<file path="src/rtl/sw_pkg.sv">
// sw_pkg -- shared types for the stopwatch controller.
// Holds the controller state encoding, the button index map and the
// priority encoder that turns simultaneous button events into one event.
package sw_pkg;

  typedef enum logic [1:0] {
    IDLE  = 2'd0,
    RUN   = 2'd1,
    SPLIT = 2'd2,
    STOP  = 2'd3
  } sw_state_e;

  typedef enum logic [1:0] {
    EV_NONE  = 2'd0,
    EV_STOP  = 2'd1,
    EV_START = 2'd2,
    EV_SPLIT = 2'd3
  } sw_evt_e;

  // Bit positions of the buttons inside the conditioned-event vector
  localparam int unsigned BTN_START = 0;
  localparam int unsigned BTN_STOP  = 1;
  localparam int unsigned BTN_SPLIT = 2;
  localparam int unsigned N_BTN     = 3;

  // stop beats start beats split; whatever loses in a cycle is discarded
  function automatic sw_evt_e sw_resolve(input logic [N_BTN-1:0] ev);
    sw_evt_e res;
    res = EV_NONE;
    if (ev[BTN_STOP])       res = EV_STOP;
    else if (ev[BTN_START]) res = EV_START;
    else if (ev[BTN_SPLIT]) res = EV_SPLIT;
    return res;
  endfunction

endpackage

</file>
<file path="src/rtl/sw_btn_cond.sv">
// sw_btn_cond -- conditions one raw push-button level into a one-cycle event.
// Path: 2-FF synchronizer -> optional debounce -> rising-edge detector.
// Build option: define SW_CTRL_DEBOUNCE_EN to insert the DEB_CYCLES stability
// filter; without it the event fires on the third clock edge after the raw
// level is first sampled high.
module sw_btn_cond #(
  parameter int DEB_CYCLES = 1_000_000
) (
  input  logic clk,
  input  logic rst,
  input  logic i_btn,
  output logic o_evt
);

  if (DEB_CYCLES < 1) begin : g_bad_deb
    $error("sw_btn_cond: DEB_CYCLES must be at least 1");
  end

  logic       r_sync1;
  logic       r_sync2;
  logic       r_prev;
  logic       r_armed;
  logic [1:0] r_warm;
  logic       w_level;

  // Two-stage synchronizer for the asynchronous button level
  always_ff @(posedge clk or negedge rst) begin
    if (!rst) begin
      r_sync1 <= 1'b0;
      r_sync2 <= 1'b0;
    end else begin
      r_sync1 <= i_btn;
      r_sync2 <= r_sync1;
    end
  end

  // Arm the detector only once the synchronized level has been seen low after
  // reset, so a button held through reset release cannot fake a press. r_warm
  // waits until r_sync2 carries a real sample rather than its reset value.
  always_ff @(posedge clk or negedge rst) begin
    if (!rst) begin
      r_warm  <= 2'd0;
      r_armed <= 1'b0;
    end else begin
      if (r_warm != 2'd2) r_warm <= r_warm + 2'd1;
      if (r_warm == 2'd2 && !r_sync2) r_armed <= 1'b1;
    end
  end

`ifdef SW_CTRL_DEBOUNCE_EN
  localparam int DEB_W = (DEB_CYCLES > 1) ? $clog2(DEB_CYCLES) : 1;
  localparam logic [DEB_W-1:0] DEB_LAST = DEB_W'(DEB_CYCLES - 1);

  logic             r_stable;
  logic [DEB_W-1:0] r_deb_cnt;

  // Adopt a new level only after DEB_CYCLES consecutive differing samples
  always_ff @(posedge clk or negedge rst) begin
    if (!rst) begin
      r_stable  <= 1'b0;
      r_deb_cnt <= '0;
    end else if (r_sync2 == r_stable) begin
      r_deb_cnt <= '0;
    end else if (r_deb_cnt == DEB_LAST) begin
      r_stable  <= r_sync2;
      r_deb_cnt <= '0;
    end else begin
      r_deb_cnt <= r_deb_cnt + 1'b1;
    end
  end

  assign w_level = r_stable;
`else
  assign w_level = r_sync2;
`endif

  // Previous level for the rising-edge detector
  always_ff @(posedge clk or negedge rst) begin
    if (!rst) r_prev <= 1'b0;
    else      r_prev <= w_level;
  end

  assign o_evt = w_level & ~r_prev & r_armed;

endmodule

</file>
<file path="src/rtl/sw_ctrl.sv">
// sw_ctrl -- stopwatch control FSM with tick prescaler.
// Three conditioned buttons drive an IDLE/RUN/SPLIT/STOP machine; the
// prescaler emits one tick every CLK_HZ/TICK_HZ cycles while counting.
// Build option: SW_CTRL_DEBOUNCE_EN enables the per-button debounce filter.
module sw_ctrl
  import sw_pkg::*;
#(
  parameter int CLK_HZ     = 100_000_000,
  parameter int TICK_HZ    = 100,
  parameter int DEB_CYCLES = 1_000_000
) (
  input  logic       clk,
  input  logic       rst,
  input  logic       start,
  input  logic       stop,
  input  logic       split,
  output logic       tick,
  output logic       cnt_en,
  output logic       cnt_clr,
  output logic       disp_latch,
  output logic       disp_hold,
  output logic [1:0] state
);

  localparam int DIV = CLK_HZ / TICK_HZ;
  localparam int PW  = (DIV > 1) ? $clog2(DIV) : 1;
  localparam logic [PW-1:0] P_LAST = PW'(DIV - 1);

  if (DIV < 2 || DIV * TICK_HZ != CLK_HZ) begin : g_bad_div
    $error("sw_ctrl: CLK_HZ/TICK_HZ must be an integer of at least 2");
  end

  logic [N_BTN-1:0] w_btn_raw;
  logic [N_BTN-1:0] w_btn_ev;
  sw_evt_e          w_evt;

  sw_state_e        r_state;
  sw_state_e        w_state_next;

  logic             w_en_next;
  logic             w_hold_next;
  logic             w_clr_next;
  logic             w_latch_next;

  logic             r_cnt_en;
  logic             r_cnt_clr;
  logic             r_disp_latch;
  logic             r_disp_hold;

  logic [PW-1:0]    r_presc;
  logic             r_tick;
  logic             w_presc_adv;

  assign w_btn_raw[BTN_START] = start;
  assign w_btn_raw[BTN_STOP]  = stop;
  assign w_btn_raw[BTN_SPLIT] = split;

  for (genvar gi = 0; gi < N_BTN; gi++) begin : g_btn
    sw_btn_cond #(
      .DEB_CYCLES(DEB_CYCLES)
    ) u_btn (
      .clk   (clk),
      .rst   (rst),
      .i_btn (w_btn_raw[gi]),
      .o_evt (w_btn_ev[gi])
    );
  end

  assign w_evt = sw_resolve(w_btn_ev);

  // State register
  always_ff @(posedge clk or negedge rst) begin
    if (!rst) r_state <= IDLE;
    else      r_state <= w_state_next;
  end

  // Next-state decode from the single resolved event
  always_comb begin
    w_state_next = r_state;
    case (r_state)
      IDLE:    if (w_evt == EV_START) w_state_next = RUN;
      RUN: begin
        if (w_evt == EV_STOP)       w_state_next = STOP;
        else if (w_evt == EV_SPLIT) w_state_next = SPLIT;
      end
      SPLIT: begin
        if (w_evt == EV_STOP)       w_state_next = STOP;
        else if (w_evt == EV_SPLIT) w_state_next = RUN;
      end
      STOP: begin
        if (w_evt == EV_START)      w_state_next = RUN;
        else if (w_evt == EV_SPLIT) w_state_next = IDLE;
      end
      default: w_state_next = IDLE;
    endcase
  end

  // Output decode: levels follow the next state, pulses mark transitions
  always_comb begin
    w_en_next    = (w_state_next == RUN) || (w_state_next == SPLIT);
    w_hold_next  = (w_state_next == SPLIT);
    w_clr_next   = ((r_state == IDLE) && (w_state_next == RUN)) ||
                   ((r_state == STOP) && (w_state_next == IDLE));
    w_latch_next = (r_state == RUN) && (w_state_next == SPLIT);
  end

  // Output registers, updated on the same edge as the state
  always_ff @(posedge clk or negedge rst) begin
    if (!rst) begin
      r_cnt_en     <= 1'b0;
      r_cnt_clr    <= 1'b0;
      r_disp_latch <= 1'b0;
      r_disp_hold  <= 1'b0;
    end else begin
      r_cnt_en     <= w_en_next;
      r_cnt_clr    <= w_clr_next;
      r_disp_latch <= w_latch_next;
      r_disp_hold  <= w_hold_next;
    end
  end

  // Advance while counting. If counting stops on the very edge the prescaler
  // would wrap, hold at DIV-1 instead so the tick is issued on resume rather
  // than lost or emitted while cnt_en is low.
  assign w_presc_adv = r_cnt_en && (w_en_next || (r_presc != P_LAST));

  // Prescaler and tick; clearing happens on the edge cnt_clr is raised so the
  // first tick lands DIV cycles after entering RUN
  always_ff @(posedge clk or negedge rst) begin
    if (!rst) begin
      r_presc <= '0;
      r_tick  <= 1'b0;
    end else begin
      r_tick <= 1'b0;
      if (w_clr_next) begin
        r_presc <= '0;
      end else if (w_presc_adv) begin
        if (r_presc == P_LAST) begin
          r_presc <= '0;
          r_tick  <= 1'b1;
        end else begin
          r_presc <= r_presc + 1'b1;
        end
      end
    end
  end

  assign state      = r_state;
  assign tick       = r_tick;
  assign cnt_en     = r_cnt_en;
  assign cnt_clr    = r_cnt_clr;
  assign disp_latch = r_disp_latch;
  assign disp_hold  = r_disp_hold;

endmodule
</file>
<file path="config.mk">
export PLATFORM = sky130hd
export DESIGN_NAME = sw_ctrl
export DESIGN_NICKNAME = d
export VERILOG_FILES = /design/src/rtl/sw_pkg.sv /design/src/rtl/sw_btn_cond.sv /design/src/rtl/sw_ctrl.sv
export SDC_FILE = /design/constraint.sdc
export NUM_CORES = 1
export LEC_CHECK = 0
export BUFFER_PORTS_ARGS = -buffer_cell sky130_fd_sc_hd__buf_2
export CAP_MARGIN = 20
export CORE_AREA = 2 2 82 84
export DETAILED_ROUTE_END_ITERATION = 7
export DIE_AREA = 0 0 84 86
export GPL_TIMING_DRIVEN = 0
export PLACE_DENSITY = 0.61
export SKIP_CTS_REPAIR_TIMING = 1
export SYNTH_ARGS = -nofsm -noshare
export SYNTH_HDL_FRONTEND = slang
export SYNTH_SLANG_ARGS = --single-unit
</file>
<file path="constraint.sdc">
create_clock -name clk -period 2.3 [get_ports clk]
set_input_delay 0.23 -clock clk [delete_from_list [all_inputs] [get_ports clk]]
set_output_delay 0.23 -clock clk [all_outputs]
set_load 0.1 [all_outputs]
</file>
==> metrics.md, run 1 <==
| Metric | Value |
|---|---|
| Crit end category | register |
| Pwr Density | 911 nW/um^2 |
| GRT Overall Usage | 12.1% |
| Hold WS | 33.7 ps |
| TNS Setup | -2150 ps |
| FF+latch count, synth | 45 |
| Multi-input logic area | 957 um^2 |
| Power share of the sequential group | 42.6% |
| RSZ-0062 raised after global routing | true |
| Data required, critical path | 2510 ps |
| VDD IR max | 0.893 mV |
| CTS tree | yes |
| Max Fanout on Critical Path | 5 |
| Failing checks | setup timing |
| Internal power | 1.38 mW |
| PortBufs | 11 |
| CTS root buf | clkbuf_8 |
| Setup-failing EPs final | 13 |
| Sink Count | 45 |
| Hold Vio Cnt, Final | 0 |
| Via count | 1569 |
| Largest net degree at the start of global routing | 46 |
| Switch Pwr | 918 uW |
| Clock skew | 8.75 ps |
| Share of the clock period used by the worst path | 108% |
| CTS Buffer Depth | 2 |
| Layout cells sized above 1 | 24.1% |
| Nets | 237 |
| Comb pwr share | 35.3% |
| Leak Pwr | 1.14 nW |
| # fillers | 590 |
| Routability cong. | 0.786 |
| Final Critical Period | 2490 ps |
| Post-Synthesis Cells | 201 |
| Inserted Clock Buffers | 5 |
| Crit Path Category | reg2reg |
| Switch share | 40.0% |
| First-pass GRT wire length | 6980 um |
| Post-Layout Cell Count | 305 |
| Post-synth EDFFs | 0 |
| Vias in the first global route | 1457 |
| Yosys warning total | 0 |
| Gr ovfl total | 0 |
| Pins Over Slew Limit | 0 |
| Post-synth ARST share | 100% |
| Register area share after synthesis | 52.9% |
| Finished Cell Area | 2520 um^2 |
| Core area | 6280 um^2 |
| Crit path launch type | register |
| Placed Cells | 289 |
| Post-synthesis cell type count | 50 |
| Commonest cells after routing, fill and taps aside | dfrtp_1, nor2_1, nand2_1 |
| Fmax | 401 MHz |
| Max-Cap Viols | 0 |
| Clock-pin slew on the worst setup and hold paths | 80 ps |
| H-Tree Level Count | 2 |
| DRT iter0 DRCs | 138 |
| PnR worst setup slack | -193 ps |
| Initial antenna violation count | 0 |
| Top_reg_cell synth | dfrtp_1 |
| Total wire length | 4130 um |
| WP data arrival | 2700 ps |
| Rel. slew slack | 64.2% |
| Worst slew pin tran | 537 ps |
| Initial Utilization | 33.9% |
| DRT Pass-1 Iters | 4 |
| Drt wl/cell | 13.5 um |
| Die footprint | 7220 um^2 |
| Vias per cell | 5.14 |
| # diodes | 0 |
| DRT antenna net count | 0 |
| Status | finished with violations |
| Register area | 1130 um^2 |
| Layout area overhead | 18.4% |
| Die W | 84 um |
| Placed standard-cell area | 2290 um^2 |
| Num ports | 12 |
| Hold WC Path Type | in2reg |
| Average size of a mapped cell | 10.6 um^2 |
| Vert. Die Dim | 86 um |
| Drc violations | 0 |
| Commonest non-fill, non-tap cell in the layout | dfrtp_1 |
| Worst skew pair latency | 290 ps |
| Synthesized net count | 211 |
| Row cnt | 29 |
| Clock power share | 22.1% |
| Syn Std Cell Area | 2130 um^2 |
| DPL Wire Length | 2710 um |
## power groups by stage
stage                     clock (mW)  combinational (mW)  sequential, mW
final                          0.507               0.811           0.979
after global routing           0.565               0.874           0.995
after CTS                      0.532               0.679           0.974
after detailed placement           0               0.669           0.990
after global placement             0               0.663           0.986
after floorplan                    0               0.321            1.18
## final cells by class
class                   instances  area share (%)
well taps                      77            3.82
clock buffers                   6            3.28
multi-input cells             135            38.0
inverters                      14            2.18
flip-flops and latches         45            44.8
repair buffers                 19            5.61
plain buffers                   7            1.84
clock inverters                 2           0.546
## final timing paths
path | start | endpoint | slack [ps] | cells past startpoint
min | start | g_btn[0].u_btn.r_sync1 | 30 | 1
max reg2reg | g_btn[0].u_btn.r_sync2 | r_presc[9] | -190 | 11
min in group asynchronous | rst | g_btn[2].u_btn.r_warm[1] | 450 | 2
min reg2reg | g_btn[1].u_btn.r_sync1 | g_btn[1].u_btn.r_sync2 | 350 | 0
max in group asynchronous | rst | state[1] | 1340 | 3
max | g_btn[0].u_btn.r_sync2 | r_presc[9] | -190 | 11
## synthesized netlist by cell type (4+ instances only)
library cell | n | area share (%)
nand2_1 | 17 | 3.0
dfrtp_1 | 45 | 53
o21ai_0 | 5 | 1.2
xnor2_1 | 5 | 2.1
inv_2 | 4 | 0.70
nor2_1 | 19 | 3.3
o21ai_1 | 4 | 0.94
ha_1 | 5 | 2.9
nand4_1 | 5 | 1.5
inv_1 | 10 | 1.8
a21oi_1 | 10 | 2.4
nand3_1 | 11 | 2.6
nor3_1 | 4 | 0.94
## metrics by stage
| stage | power, mW | util, % | setup WS, ps |
|---|---|---|---|
| after global routing | 2.43 | 40.2 | -335 |
| final | 2.30 | 40.2 | -193 |
| after detailed placement | 1.66 | 36.4 | -234 |
| after global placement | 1.65 | 36.4 | -199 |
| after CTS | 2.18 | 38.0 | -270 |
| after floorplan | 1.50 | - | 70.7 |
## registers in the layout, indices dropped and copies added (netlist names), 2 cells and up
name                 cells
g_btn.u_btn.r_prev       3
state                    2
g_btn.u_btn.r_warm       6
g_btn.u_btn.r_armed      3
g_btn.u_btn.r_sync1      3
r_presc                 20
g_btn.u_btn.r_sync2      3
## per-layer routing
metal,share of wire (%),vias to the layer above,track usage [%]
met3,4.8,7,2.02
met4,2.4,0,5.72
li1,-,765,-
met2,45,38,19.0
met5,0,-,0
met1,48,759,16.3
## logic make-up after synthesis
logic type / share of synthesized area (%)
compound gates: 12.9
xor+xnor: 3.29
fa+ha+maj: 2.94
buf+inv: 4.35
flops: 52.9
mux: 3.11
simple gates: 20.5
## critical path: stages (launching register included)
cell and delay (ps):
dfrtp_1 390, and3b_2 240, or2_4 240, o21ai_0 210, a21oi_1 150, ha_4 310
inv_4 40, o41ai_4 320, buf_4 190, buf_4 110, a21oi_2 30, a211oi_2 160
(Power assumes the default switching activity.)
==> run 2: changes to the inputs <==
- ABC_AREA: not set -> 1
- CORE_AREA: 2 2 82 84 -> 2 2 85 87
- DIE_AREA: 0 0 84 86 -> 0 0 87 89
- PLACE_DENSITY: 0.61 -> 0.62
- clock period: 2.3 -> 2.13 ns (I/O delays scaled with it)
==> run 2 against run 1 <==
The flow now finishes without violations. Count of clock-buffer cells in the layout did not move. Sequential share of layout area fell by 4.2 points. Register-to-register slack improved by 290 ps. Worst setup slack better by 290 ps. Critical path depth grew 3. Die area grew 7.2%. Cell count up 31%. Utilization rose by 1.2 points. Critical endpoint is now r_presc[0]. Highest routed layer unchanged.
==> metrics.md, run 2 <==
| Metric | Value |
|---|---|
| Crit end category | register |
| Post-Synthesis Cells | 293 |
| Beginning of the worst hold path | split |
| Clock-pin slew on the worst setup and hold paths | 80 ps |
| Syn Std Cell Area | 2350 um^2 |
| Pins Over Slew Limit | 0 |
| Cell with the most instances after synthesis | nand2_1 |
| TNS Setup | 0 ps |
| Crit path launch type | register |
| Commonest cells after routing, fill and taps aside | nand2_1, nand3_1, dfrtp_1 |
| H-Tree Level Count | 2 |
| CTS Buffer Depth | 2 |
| CTS tree | yes |
| Row cnt | 30 |
| VDD IR max | 0.410 mV |
| First-pass GRT wire length | 8450 um |
| Clock skew | 10.5 ps |
| Gr ovfl total | 0 |
| DPL Wire Length | 3410 um |
| Placed Cells | 384 |
| DRT Pass-1 Iters | 4 |
| Fmax | 492 MHz |
| Largest delay share family, worst path | simple AND/OR/NAND/NOR gates |
| PnR worst setup slack | 96.7 ps |
| Post-synth EDFFs | 0 |
| Switch share | 42.3% |
| Total chip power | 2.87 mW |
| Yosys warning total | 0 |
| Layout cells sized above 1 | 21.3% |
| Worst skew pair latency | 310 ps |
| Top_reg_cell synth | dfrtp_1 |
| Status | finished clean |
| Worst path most repeated cell | nand2_1 |
| Worst hold stages | 1 |
| Largest register FFs | 20 |
| Worst Reg-to-Reg Cells | 14 |
| Slowest stage cell, crit path | dfrtp_1 |
| Commonest non-fill, non-tap cell in the layout | nand2_1 |
| WP data arrival | 2230 ps |
| Hold WC Path Type | in2reg |
| Commonest cells post-synth | nand2_1, nand3_1, dfrtp_1 |
| Power share of the sequential group | 37.1% |
| DRT antenna net count | 0 |
| Register area share after synthesis | 47.9% |
| Clock power share | 22.7% |
| Vias per cell | 4.86 |
| # diodes | 0 |
| Post-synth ARST share | 100% |
| Internal power | 1.65 mW |
| Data required, critical path | 2330 ps |
| Largest net degree at the start of global routing | 46 |
| Average size of a mapped cell | 8.02 um^2 |
| FF+latch count, synth | 45 |
| Post-synth top area share | 47.9% |
| Critical path's largest stage delay | 370 ps |
| Vias in the first global route | 1811 |
| Max Fanout on Critical Path | 5 |
| Routability cong. | 0.843 |
| Die W | 87 um |
| Initial antenna violation count | 0 |
| FF-to-FF End | r_presc[0] |
| Die footprint | 7740 um^2 |
| PortBufs | 11 |
| Hold WS | 15.0 ps |
| Cell accounting for the most synthesized area | dfrtp_1 |
| CTS root buf | clkbuf_8 |
| Drc violations | 0 |
| GRT Overall Usage | 13.9% |
| Core area | 6720 um^2 |
| Critical path, cell by cell | nand2_1 -> nor2_4 -> nand2_1 -> nand2_1 -> nand2_1 -> a22oi_2 -> inv_2 -> ha_4 -> nand4_1 -> nand2_2 -> nand2_4 -> buf_6 -> nand3_1 -> nand2_1 |
| Pwr Density | 1030 nW/um^2 |
| Inserted Clock Buffers | 5 |
| Critical path buffer and inverter count | 2 |
| Final Critical Period | 2030 ps |
| Comb pwr share | 40.2% |
| Share of the clock period used by the worst path | 95.5% |
| Crit Path Category | reg2reg |
| Post-place setup slack | -59.5 ps |
| Via count | 1941 |
| Leak Pwr | 1.34 nW |
| Max-Cap Viols | 0 |
| Switch Pwr | 1.21 mW |
| Post-synthesis cell type count | 26 |
| Largest registers | r_presc x20, g_btn.u_btn.r_warm x6 |
| Post-Layout Cell Count | 399 |
| Synthesized net count | 303 |
| Rel. slew slack | 67.6% |
| Placed standard-cell area | 2510 um^2 |
| Flop2flop setup slack | 100 ps |
| Layout area overhead | 18.3% |
| RR Startpoint | g_btn[2].u_btn.r_sync2 |
| Worst slew pin tran | 489 ps |
| Total wire length | 5000 um |
| Top post-synthesis cells by area | dfrtp_1, nand2_1, nand3_1, nor2_1, inv_1 |
| Vert. Die Dim | 89 um |
| Finished Cell Area | 2780 um^2 |
| Setup-failing EPs final | 0 |
| Drt wl/cell | 12.5 um |
| DRT iter0 DRCs | 94 |
| Biggest register | r_presc |
| RSZ-0062 raised after global routing | true |
| Sink Count | 45 |
| Initial Utilization | 35.0% |
| Nets | 328 |
| Fin util | 41.4% |
| Hold Path End | g_btn[2].u_btn.r_sync1 |
| Hold Vio Cnt, Final | 0 |
| Num ports | 12 |
==> run 2: logic make-up after synthesis <==
family	synth area share (%)
adder cells (fa/ha/maj)	2.66
buffers and inverters	6.39
flip-flops	47.9
AND/OR/NAND/NOR	34.5
AO/OA/AOI/OAI	3.67
XOR/XNOR	4.84
==> run 2: metal layers <==
metal | wire, um | vias up | track usage (%) | part of all wire, %
met5 | 0 | - | 0 | 0
met4 | 57 | 0 | 5.26 | 1.1
met3 | 141 | 5 | 2.49 | 2.8
met2 | 2260 | 27 | 20.5 | 45
met1 | 2550 | 915 | 20.3 | 51
li1 | - | 994 | - | -
==> run 2: worst max-delay path by stage <==
stage	start	to	slack, ps	depth (start not counted)
final	g_btn[2].u_btn.r_sync2	r_presc[0]	100	14
after floorplan	state[1]	r_presc[0]	120	10
after CTS	g_btn[2].u_btn.r_sync2	r_presc[12]	-80	14
after global placement	g_btn[2].u_btn.r_sync2	r_presc[10]	-8	14
after global routing	g_btn[0].u_btn.r_sync2	r_presc[5]	-100	13
after detailed placement	g_btn[2].u_btn.r_sync2	r_presc[3]	-60	14
==> run 2: power groups by stage <==
stage	Combinational, mW	Sequential (mW)	Clock [mW]
finish	1.15	1.06	0.650
floorplan	0.456	1.37	0
detailed placement	0.979	1.08	0
global placement	0.972	1.08	0
global route	1.24	1.08	0.706
CTS	0.978	1.06	0.678
==> run 2: final cells by class <==
class	count	area, um^2
buffer	7	52.6
timing repair buffer	18	130
sequential	45	1130
multi-input combinational	215	1160
tap	80	100
clock buffer	6	72.6
fill	671	3940
clock inverter	2	38.8
inverter	26	97.6
==> run 2: worst register-to-register path: stages, from the launching register on <==
cell and delay [ps]:
dfrtp_1 370, nand2_1 100, nor2_4 140, nand2_1 80, nand2_1 80, nand2_1 70, a22oi_2 160, inv_2 70
ha_4 270, nand4_1 120, nand2_2 140, nand2_4 90, buf_6 150, nand3_1 60, nand2_1 50
